`src/rtl/tbec_rsc_decoder_fsm.sv`:
```
// tbec_rsc_decoder_fsm: TBEC RSC 32-bit codeword decoder with single data-bit correction and valid/ready handshake.
// Error-statistics counters are built only when TBEC_DEC_STATS_EN is defined; otherwise both counter outputs read 0.
module tbec_rsc_decoder_fsm #(
  parameter int CNT_W = 16
) (
  input  logic             clk,
  input  logic             rst_n,
  input  logic             in_valid,
  output logic             in_ready,
  input  logic [0:31]      codeword_in,
  output logic             out_valid,
  input  logic             out_ready,
  output logic [0:15]      data_out,
  output logic [1:0]       status,
  output logic [4:0]       err_pos,
  output logic [CNT_W-1:0] cnt_corrected,
  output logic [CNT_W-1:0] cnt_uncorrectable
);
  typedef enum logic [1:0] {IDLE, SYND, CORR, OUT} state_t;
  state_t      r_state, w_next;
  logic [0:31] r_cw;
  logic [0:15] r_syn, r_data, w_data, w_flip;
  logic [1:0]  r_status, w_status;
  logic [4:0]  r_pos, w_pos, w_wc, w_wp, w_wd, w_tot;
  logic [7:0]  w_sc;
  logic [3:0]  w_sp, w_sd;
  logic        w_triple;

  // Check bits in codeword order 16..31: Di0 Di3 Di1 Di2 P0 P3 P1 P2 Cb0[0..1] .. Cb3[0..1]
  function automatic logic [0:15] enc(input logic [0:15] d);
    logic [0:15] c;
    c[0] = d[0] ^ d[5] ^ d[8]  ^ d[13];
    c[1] = d[3] ^ d[6] ^ d[11] ^ d[14];
    c[2] = d[1] ^ d[4] ^ d[9]  ^ d[12];
    c[3] = d[2] ^ d[7] ^ d[10] ^ d[15];
    c[4] = d[0] ^ d[1] ^ d[4]  ^ d[5];
    c[5] = d[10] ^ d[11] ^ d[14] ^ d[15];
    c[6] = d[8] ^ d[9] ^ d[12] ^ d[13];
    c[7] = d[2] ^ d[3] ^ d[6]  ^ d[7];
    for (int b = 0; b < 4; b++)
      for (int k = 0; k < 2; k++)
        c[8+2*b+k] = d[4*b+k] ^ d[4*b+k+2];
    return c;
  endfunction

  always_ff @(posedge clk or negedge rst_n)
    if (!rst_n) r_state <= IDLE;
    else r_state <= w_next;

  always_comb begin
    w_next = r_state;
    case (r_state)
      IDLE:    w_next = in_valid ? SYND : IDLE;
      SYND:    w_next = CORR;
      CORR:    w_next = OUT;
      default: w_next = out_ready ? IDLE : OUT;
    endcase
  end

  always_comb begin
    in_ready  = r_state == IDLE;
    out_valid = r_state == OUT;
  end

  // Syndromes regrouped so that index i of each vector is check bit i of its family
  assign w_sd = {r_syn[1], r_syn[3], r_syn[2], r_syn[0]};
  assign w_sp = {r_syn[5], r_syn[7], r_syn[6], r_syn[4]};
  always_comb begin
    w_sc = '0;
    for (int i = 0; i < 8; i++) w_sc[i] = r_syn[8+i];
  end
  assign w_wc     = 5'($countones(w_sc));
  assign w_wp     = 5'($countones(w_sp));
  assign w_wd     = 5'($countones(w_sd));
  assign w_tot    = w_wc + w_wp + w_wd;
  assign w_triple = w_wc == 5'd1 && w_wp == 5'd1 && w_wd == 5'd1;

  // A data bit s[b][j] sits in Cb[b][j%2], P[b/2 + 2*(j/2)] and Di[2*(j/2) + (b^j)%2]
  always_comb begin
    w_data = '0;
    w_flip = '0;
    for (int b = 0; b < 4; b++)
      for (int j = 0; j < 4; j++) begin
        w_data[4*b+j] = r_cw[4*j+b];
        w_flip[4*b+j] = w_triple & w_sc[2*b+j%2] & w_sp[b/2+2*(j/2)] & w_sd[2*(j/2)+((b^j)&1)];
      end
  end

  assign w_status = r_syn == '0 ? 2'b00 : |w_flip ? 2'b01 : w_tot == 5'd1 ? 2'b10 : 2'b11;

  always_comb begin
    w_pos = '0;
    for (int b = 0; b < 4; b++)
      for (int j = 0; j < 4; j++)
        if (w_flip[4*b+j]) w_pos = 5'(4*j+b);
    for (int i = 0; i < 16; i++)
      if (w_tot == 5'd1 && r_syn[i]) w_pos = 5'(16+i);
  end

  always_ff @(posedge clk or negedge rst_n)
    if (!rst_n) begin
      r_cw     <= '0;
      r_syn    <= '0;
      r_data   <= '0;
      r_status <= '0;
      r_pos    <= '0;
    end else begin
      if (r_state == IDLE && in_valid) r_cw <= codeword_in;
      if (r_state == SYND) r_syn <= r_cw[16:31] ^ enc(w_data);
      if (r_state == CORR) begin
        r_data   <= w_data ^ w_flip;
        r_status <= w_status;
        r_pos    <= w_pos;
      end
    end

  assign data_out = r_data;
  assign status   = r_status;
  assign err_pos  = r_pos;

`ifdef TBEC_DEC_STATS_EN
  logic [CNT_W-1:0] r_cnt_c, r_cnt_u;
  always_ff @(posedge clk or negedge rst_n)
    if (!rst_n) begin
      r_cnt_c <= '0;
      r_cnt_u <= '0;
    end else if (r_state == CORR) begin
      if ((w_status == 2'b01 || w_status == 2'b10) && r_cnt_c != '1) r_cnt_c <= r_cnt_c + 1'b1;
      if (w_status == 2'b11 && r_cnt_u != '1) r_cnt_u <= r_cnt_u + 1'b1;
    end
  assign cnt_corrected     = r_cnt_c;
  assign cnt_uncorrectable = r_cnt_u;
`else
  assign cnt_corrected     = '0;
  assign cnt_uncorrectable = '0;
`endif
endmodule

```
`config.mk`:
```
export PLATFORM = sky130hd
export DESIGN_NAME = tbec_rsc_decoder_fsm
export DESIGN_NICKNAME = d
export VERILOG_FILES = /design/src/rtl/tbec_rsc_decoder_fsm.sv
export SDC_FILE = /design/constraint.sdc
export NUM_CORES = 1
export LEC_CHECK = 0
export CAP_MARGIN = 15
export CELL_PAD_IN_SITES_DETAIL_PLACEMENT = 0
export CELL_PAD_IN_SITES_GLOBAL_PLACEMENT = 1
export CORE_MARGIN = 2
export CORE_UTILIZATION = 42
export CTS_BUF_LIST = sky130_fd_sc_hd__clkbuf_4 sky130_fd_sc_hd__clkbuf_8
export CTS_CLUSTER_SIZE = 8
export DETAILED_ROUTE_END_ITERATION = 10
export PLACE_DENSITY = 0.9
export SETUP_SLACK_MARGIN = 0.02
export SYNTH_ARGS = -nofsm -noshare
export SYNTH_HDL_FRONTEND = slang
export SYNTH_SLANG_ARGS = --single-unit
```
`constraint.sdc`:
```
create_clock -name clk -period 6.2 [get_ports clk]
set_input_delay 1.55 -clock clk [delete_from_list [all_inputs] [get_ports clk]]
set_output_delay 1.55 -clock clk [all_outputs]
set_load 0.03 [all_outputs]
```
## Word level (Yosys, flattened, before mapping)

Cells that the tools add are included.

- $add $sub $neg: 15
- Multipliers: 0
- Div/mod/pow operators: 0
- Magnitude comparators: 0
- Eq/ne operators: 7
- Shift-type cells: 0
- Multiplexer cells: 37
- Bitwise gates (word level): 74
- Reduce and logical (&&, ||, !) cells: 22

Operators by type and width:

| cell | number |
|---|---|
| 5-bit two-way mux | 28 |
| 1-bit AND | 40 |
| 1-bit bitwise XOR | 32 |
| 16-bit bitwise XOR | 2 |
| 1-bit logical AND | 19 |
| 1-bit by 1-bit adder with 2-bit output | 8 |
| 16-bit logical NOT | 1 |
| 16-bit OR reduction | 1 |
| 2-bit by 2-bit adder with 3-bit output | 4 |
| 4-bit two-way mux | 2 |
| 3-bit by 1-bit == test with 1-bit output (second input constant) | 2 |
| 2-bit two-way mux | 3 |
| 2-bit case mux with 3 select lines | 1 |
| 4-bit by 3-bit adder with 5-bit output | 1 |
| 5-bit by 3-bit adder with 5-bit output | 1 |
| 5-bit by 1-bit == test with 1-bit output (second input constant) | 1 |
| 3-bit by 3-bit adder with 4-bit output | 1 |
| 2-bit == test (second input constant) | 2 |
| 4-bit by 1-bit == test with 1-bit output (second input constant) | 1 |
| 3-bit two-way mux | 1 |
| 2-bit by 1-bit == test with 1-bit output (second input constant) | 1 |
| 2-bit logical NOT | 1 |
| 1-bit two-way mux | 2 |

- Bits in registers: 73
- Latch bits: 0
- Bits in writable memories: 0
- Memory bits (read-only): 0
- Bits of input ports: 36
- Output and inout port bits: 57
- Logic and storage cells: 161
- Memories: 0

## Depth between registers and ports, before layout

Gate-level depths: netlist of the first run.

- Depth in word-level cells: 40
- Mapped depth: 20
- Mapped depth without buffers: 19

## Worst setup path before layout of the first run

OpenSTA, ideal clock, no wires.

- Path type: register to register
- From: register r_syn[15] in the netlist's numbering
- To: register r_pos[0] (netlist: err_pos[0])
- Library setup time: 0.064 ns
- Data arrival time: 5.130 ns
- Required time: 6.136 ns
- Setup slack: 1.006 ns
- Stages on the path, launching flop included: 19
- Buffers on the path: 1
- Period minus slack after synthesis: 5.194 ns
- Cell sequence: dfrtp_1 fa_1 inv_1 fa_1 fa_1 inv_1 ha_1 inv_1 fa_1 xnor2_2 fa_1 inv_1 fa_1 nor4bb_1 nor2b_1 clkbuf_1 a32oi_1 a32oi_1 a31o_2

- Longest elaborated chain between the ends: 39
- Elaborated cells on any way between the ends: 91
- Those cells by class: add/sub (5); eq/ne (2); mux (30); bitwise (36); reduce/logical (18)

Ends and longest elaborated chain:

| element | RTL line | text |
|---|---|---|
| from (decl) | 22 | `logic [0:15] r_syn, r_data, w_data, w_flip;` |
| from (signal assigned) | 109 | `if (r_state == SYND) r_syn <= r_cw[16:31] ^ enc(w_data);` |
| 1-bit by 1-bit adder with 2-bit output (not written as such) | 72 | `assign w_wc = 5'($countones(w_sc));` |
| 2-bit by 2-bit adder with 3-bit output (not written as such) | 72 |  |
| 3-bit by 3-bit adder with 4-bit output (not written as such) | 72 |  |
| 4-bit by 1-bit == test with 1-bit output | 76 | `assign w_triple = w_wc == 5'd1 && w_wp == 5'd1 && w_wd == 5'd1;` |
| 1-bit logical AND (2 in series) | 76 |  |
| 1-bit AND (3 in series) | 85 | `w_flip[4*b+j] = w_triple & w_sc[2*b+j%2] & w_sp[b/2+2*(j/2)] & w_sd[2*(j/2)+((b^j)&1)];` |
| 4-bit two-way mux (2 in series) | 95 | `if (w_flip[4*b+j]) w_pos = 5'(4*j+b);` |
| 5-bit two-way mux (12 in series) | 95 |  |
| 5-bit two-way mux (15 in series) | 97 | `if (w_tot == 5'd1 && r_syn[i]) w_pos = 5'(16+i);` |
| 5-bit two-way mux (*) | 97 |  |
| to (signal assigned) | 113 | `r_pos <= w_pos;` |
| to (decl) | 24 | `logic [4:0] r_pos, w_pos, w_wc, w_wp, w_wd, w_tot;` |

Every way passes the cells marked *; elsewhere a longest branch is shown, timed or not.
A chain may end at the register's enable or synchronous reset.

## Final worst setup path of the first run

Ends and elaborated chain as after synthesis.

==> metrics.cfg, run 1 <==
[setup_path]
cpLargestDelayFamily=adder cells
ff2ff_setup_slack_ns=0.57
crit_buf_inv=5
cp_slowest_stage_delay_ns=0.57
cp_slowest_cell=fa_1
path_max_fanout=10
crit_chain=fa_1, inv_1, fa_1, fa_1, inv_1, ha_1, inv_1, fa_1, xnor2_2, fa_1, inv_1, fa_1, nor4bb_1, buf_4, nor2b_1, a32oi_1, a32oi_1, a31o_2
required_ns=6.50
cp.arrival_ns=5.93
end_kind=flop
r2r-end=err_pos[0]
r2r-start=r_syn[15]
path_common_cell=fa_1
startpoint_type=flop
rr_worst_depth=18
worst-setup-path-type=reg -> reg

[drt]
wl_per_cell_um=17.1
viasPerCell=5.34
dr.pass1.iters=5
vias=3551
ant_nets=0
routed_wl_um=11400
drc=0
drt_iter0_drc=226

[yosys]
synthCells=472
ys_types=49
syn_area_mm2=0.00475
ys.flop_type=dfrtp_1
async_flop_share_pct=100
avgSynthCellArea_um2=10.1
synth-edff-count=0
ys_seq_area_share_pct=38.5
synth_seq_cells=73
yosysWarnings=0

[min_path]
min_to=err_pos[3]
hold_path.class=reg -> reg
hp-start=err_pos[3]
whs_path_depth=2

[clocking]
worstSkewPairLatency_ns=0.36
cts_setup_buffers=0
cts_tree=yes
cts.htree.levels=3
cts_sinks=73
ctsResizeCount=0
clk_pin_slew_ns=0.08
clock_path_buffers=2
root_buffer=clkbuf_8
hold_buffers=0
cts_buffers=9

[global_routing]
grt_pass1_vias=3660
antenna_found_initial=0
grt_pass1_wl_um=18100
gr-total-overflow=0
grt_max_degree=48
grtUsageTotal_pct=19.6

[sta]
hold_viol_final=0
worst_pin_slew_ns=0.903
rsz0062_at_grt=false
tns_ns=0
setup_violations=0
max_slew_margin_pct=39.8
max_freq_ghz=0.178
slew_viol_final=0
fin_skew_ns=0.0104
period_share_pct=90.8
period_needed_ns=5.63
hold_ws_ns=0.524

[cells_and_area]
final_cells=665
n_antenna_cell=0
final_util_pct=50.8
final_common_cell=dfrtp_1
drive_above_1_share_pct=13.1
mostFrequentLayoutCells=dfrtp_1, clkdlybuf4s50_1, xnor2_1
area_growth_syn_to_layout_pct=16.9
fin_nets=583

[placed_design]
placed_cells=649
dpl.hpwl_um=8570
portBuffers=60
gp_congestion=0.853

[floorplanning]
core_mm2=0.0109
rows=38
die-area_mm2=0.0122
die-height_um=110
io_pins=93
start_util_pct=43.4
chipWidth_um=110

[flow_run]
max-cap-violations=0

[run_status]
status=completed

layer usage:
layer | track usage [%] | part of all wire [%] | vias up
li1 | - | - | 1662
met1 | 24.7 | 42 | 1713
met2 | 33.1 | 48 | 148
met3 | 3.82 | 6.0 | 28
met4 | 8.13 | 3.3 | 0
met5 | 0 | 0 | -
per-stage QoR:
step,setup slack [ns],instance area (um^2)
after floorplan,1.01,4870
after global placement,0.780,5330
after detailed placement,0.618,5330
after CTS,0.580,5550
after global routing,0.260,5550
final,0.572,5550
worst max path at each step:
| stage | start | depth (start not counted) | to |
|---|---|---|---|
| final | r_syn[15] | 18 | err_pos[0] |
| after global routing | r_syn[15] | 18 | err_pos[0] |
| after CTS | r_syn[15] | 18 | err_pos[0] |
| after detailed placement | r_syn[15] | 18 | err_pos[0] |
| after global placement | r_syn[15] | 18 | err_pos[0] |
| after floorplan | r_syn[15] | 18 | err_pos[0] |
synth_stat cells (all sizes together), types with 4 or more instances:
library cell	count	area, um^2
nand4	8	50.1
mux2	38	428
o21ai	17	85.1
buf	37	259
a31oi	4	25.0
inv	27	101
nand2	27	101
fa	10	200
a22oi	9	67.6
xnor2	44	393
nand3	16	100
a22o	6	52.6
a32oi	4	35.0
dfrtp	73	1830
xor2	13	114
nor2	35	131
clkbuf	21	78.8
ha	17	213
a21oi	25	125
cell type report:
| class | count | area, um^2 |
|---|---|---|
| Clock buffer | 10 | 131 |
| Sequential cell | 73 | 1830 |
| Fill cell | 981 | 5380 |
| Timing Repair Buffer | 64 | 626 |
| Tap cell | 140 | 175 |
| Inverter | 27 | 101 |
| Multi-Input combinational cell | 345 | 2600 |
| Clock inverter | 6 | 90.1 |
tightest hold or removal path, cell delays in order, from the launching register on:
cell and delay [ns]:
dfrtp_1 0.36, mux2i_1 0.07, o21ai_0 0.06
sequential cells by signal, summed over array words and instances (netlist names):
name and cells:
data_out 16, err_pos 5, r_cw 32, r_state 2, r_syn 16, status 2
cell families (layout without fill, tap and decap cells):
family	Yosys count	count (layout)	share of synthesized area (%)
xor gates and xnor gates	57	57	10.7
adders and majority gates	27	27	8.69
and+or+nand+nor	101	101	10.5
buffers and inverters	85	107	9.24
muxes	41	41	9.64
DFF	73	73	38.5
AOI/OAI and AO/OA	87	87	12.7
other	1	32	0.0789
Power of run 1 is not shown: default switching activity piles up to over one toggle a cycle in this logic, so the estimate is an artifact.
==> inputs of run 2 (changes only) <==
--- a/config.mk
+++ b/config.mk
@@ -15,6 +15,7 @@
 export DETAILED_ROUTE_END_ITERATION = 10
 export PLACE_DENSITY = 0.9
 export SETUP_SLACK_MARGIN = 0.02
+export SLEW_MARGIN = 25
 export SYNTH_ARGS = -nofsm -noshare
 export SYNTH_HDL_FRONTEND = slang
 export SYNTH_SLANG_ARGS = --single-unit
==> results of run 2 <==
No change in the layout: final DEF, timing and power equal those of run 1.
Power of run 2 is left out for the same reason.
==> inputs of run 3 (changes only) <==
--- a/config.mk
+++ b/config.mk
@@ -14,6 +14,7 @@
 export CTS_CLUSTER_SIZE = 8
 export DETAILED_ROUTE_END_ITERATION = 10
 export PLACE_DENSITY = 0.9
+export RECOVER_POWER = 100
 export SETUP_SLACK_MARGIN = 0.02
 export SLEW_MARGIN = 25
 export SYNTH_ARGS = -nofsm -noshare
==> run 3 against run 2 <==
The flow now finishes with violations (capacitance limit, slew limit); cell area shrank 1.1%; worst setup slack lost 0.030 ns; routed wire length shrank 0.43%; clock-buffer cell count is the same; core utilization shrank 0.55 points; register-to-register slack lost 0.03 ns; die area is the same; clock skew is essentially flat; largest cell class unchanged.
==> metrics.cfg, run 3 (synthesis results as in run 1) <==
[min_path]
whs_path_depth=2  ; unchanged
min_to=err_pos[3]
hold_path.class=reg -> reg
hp-start=err_pos[3]

[run_status]
status=complete, but fails checks
failed_checks=capacitance limit, slew limit

[sta]
fin_skew_ns=0.0100  ; -0.000362 ns
slew_viol_final=100  ; +100
setup_violations=0  ; unchanged
period_share_pct=91.3  ; +0.48 points
worst_pin_slew_ns=2.47  ; +1.56 ns
period_needed_ns=5.66  ; +0.0299 ns
rsz0062_at_grt=false
max_slew_margin_pct=-64.5  ; -100 points
max_freq_ghz=0.177  ; -0.53%
tns_ns=0  ; unchanged
hold_viol_final=0  ; unchanged

[floorplanning]
chipWidth_um=110  ; unchanged
io_pins=93  ; unchanged
rows=38  ; unchanged
start_util_pct=43.4  ; unchanged
die-height_um=110  ; unchanged
die-area_mm2=0.0122  ; unchanged
core_mm2=0.0109  ; unchanged

[clocking]
cts_sinks=73  ; unchanged
hold_buffers=0  ; unchanged
cts_buffers=9  ; unchanged
cts_tree=yes
clock_path_buffers=2  ; unchanged
clk_pin_slew_ns=0.08  ; about the same
cts_setup_buffers=0  ; unchanged
ctsResizeCount=0  ; unchanged
cts.htree.levels=3  ; unchanged
worstSkewPairLatency_ns=0.36  ; about the same
root_buffer=clkbuf_8

[setup_path]
cp_slowest_stage_delay_ns=1.73  ; +1.16 ns
cp_slowest_cell=a2111oi_1
rr_worst_depth=13  ; -5
end_kind=flop
path_max_fanout=10  ; unchanged
worst-setup-path-type=reg -> reg
r2r-start=r_syn[15]
crit_chain=fa_1, inv_1, fa_1, fa_1, inv_1, ha_1, inv_1, fa_1, nand4bb_1, a2111oi_1, nand4_1, xor2_1, a21oi_1
ff2ff_setup_slack_ns=0.54  ; -0.03 ns
startpoint_type=flop
r2r-end=data_out[0]
required_ns=6.43  ; -0.07 ns
path_common_cell=fa_1
cp.arrival_ns=5.89  ; -0.04 ns
critical_path.startpoint=r_syn[15]

[placed_design]
gp_congestion=0.853  ; unchanged
postPlaceCellArea_mm2=0.00533  ; unchanged
portBuffers=60  ; unchanged
dpl.hpwl_um=8570  ; unchanged
placed_cells=649  ; unchanged

[flow_run]
max-cap-violations=4  ; +4

[global_routing]
grt_max_degree=48  ; unchanged
grt_pass1_wl_um=18100  ; unchanged
grtUsageTotal_pct=19.6  ; unchanged
antenna_found_initial=0  ; unchanged
grt_pass1_vias=3660  ; unchanged
gr-total-overflow=0  ; unchanged

[cells_and_area]
n_antenna_cell=0  ; unchanged
mostFrequentLayoutCells=dfrtp_1, xnor2_1, mux2_2
final_common_cell=dfrtp_1
fin_nets=583  ; unchanged
regMostFlops=r_cw
area_growth_syn_to_layout_pct=15.6
final_cell_area_mm2=0.00549  ; -1.1%
final_util_pct=50.2  ; -0.55 points
largest_reg_flops=32  ; unchanged
final_cells=665  ; unchanged
drive_above_1_share_pct=11.4  ; -1.7 points

[drt]
wl_per_cell_um=17.0  ; -0.43%
dr.pass1.iters=4  ; -1
viasPerCell=5.35  ; +0.23%
vias=3559  ; +0.23%
routed_wl_um=11300  ; -0.43%
drc=0  ; unchanged
drt_iter0_drc=199  ; -12%
ant_nets=0  ; unchanged

## run 3: changes by cell type in the layout (fill, tap and decap cells not counted), sizes merged
cell,change
buf,-4
clkbuf,+4
clkdlybuf4s50,-27
dlygate4sd3,+27
## run 3: layer usage
| layer | global-route usage, % | share of wire, % | vias up |
|---|---|---|---|
| li1 | - | - | 1660 |
| met2 | 33.1 | 50 | 143 |
| met3 | 3.82 | 6.6 | 21 |
| met4 | 8.13 | 2.7 | 0 |
| met5 | 0 | 0 | - |
| met1 | 24.7 | 41 | 1735 |
## run 3: area by class of cell
class / count / area [um^2]
clock buffer: 10 / 131
clock inverter: 6 / 90.1
multi-input combinational: 345 / 2550
timing repair buffer: 64 / 613
tap: 140 / 175
fill: 992 / 5440
inverter: 27 / 101
sequential: 73 / 1830
## run 3: per-stage QoR
step,setup WS [ns],hold WS [ns]
floorplan,1.01,0.501
global placement,0.780,0.510
detailed placement,0.618,0.509
CTS,0.580,0.532
global route,0.225,0.541
finish,0.542,0.514
## run 3: how the worst max path moves through the flow
stage / to / cells after the start / slack, ns
final: data_out[0] / 13 / 0.54
after global routing: err_pos[0] / 19 / 0.22
after CTS: err_pos[0] / 18 / 0.58
after detailed placement: err_pos[0] / 18 / 0.62
after global placement: err_pos[0] / 18 / 0.78
after floorplan: err_pos[0] / 18 / 1.01
## run 3: worst max-delay path: cells and delay by family, from the launching register on
family,cells,cell delay (ns)
flops,1,0.52
fa+ha+maj,5,2.18
xor+xnor,1,0.38
buf+inv,3,0.17
simple gates,2,0.44
compound gates,2,1.85
Power of run 3 is left out for the same reason.
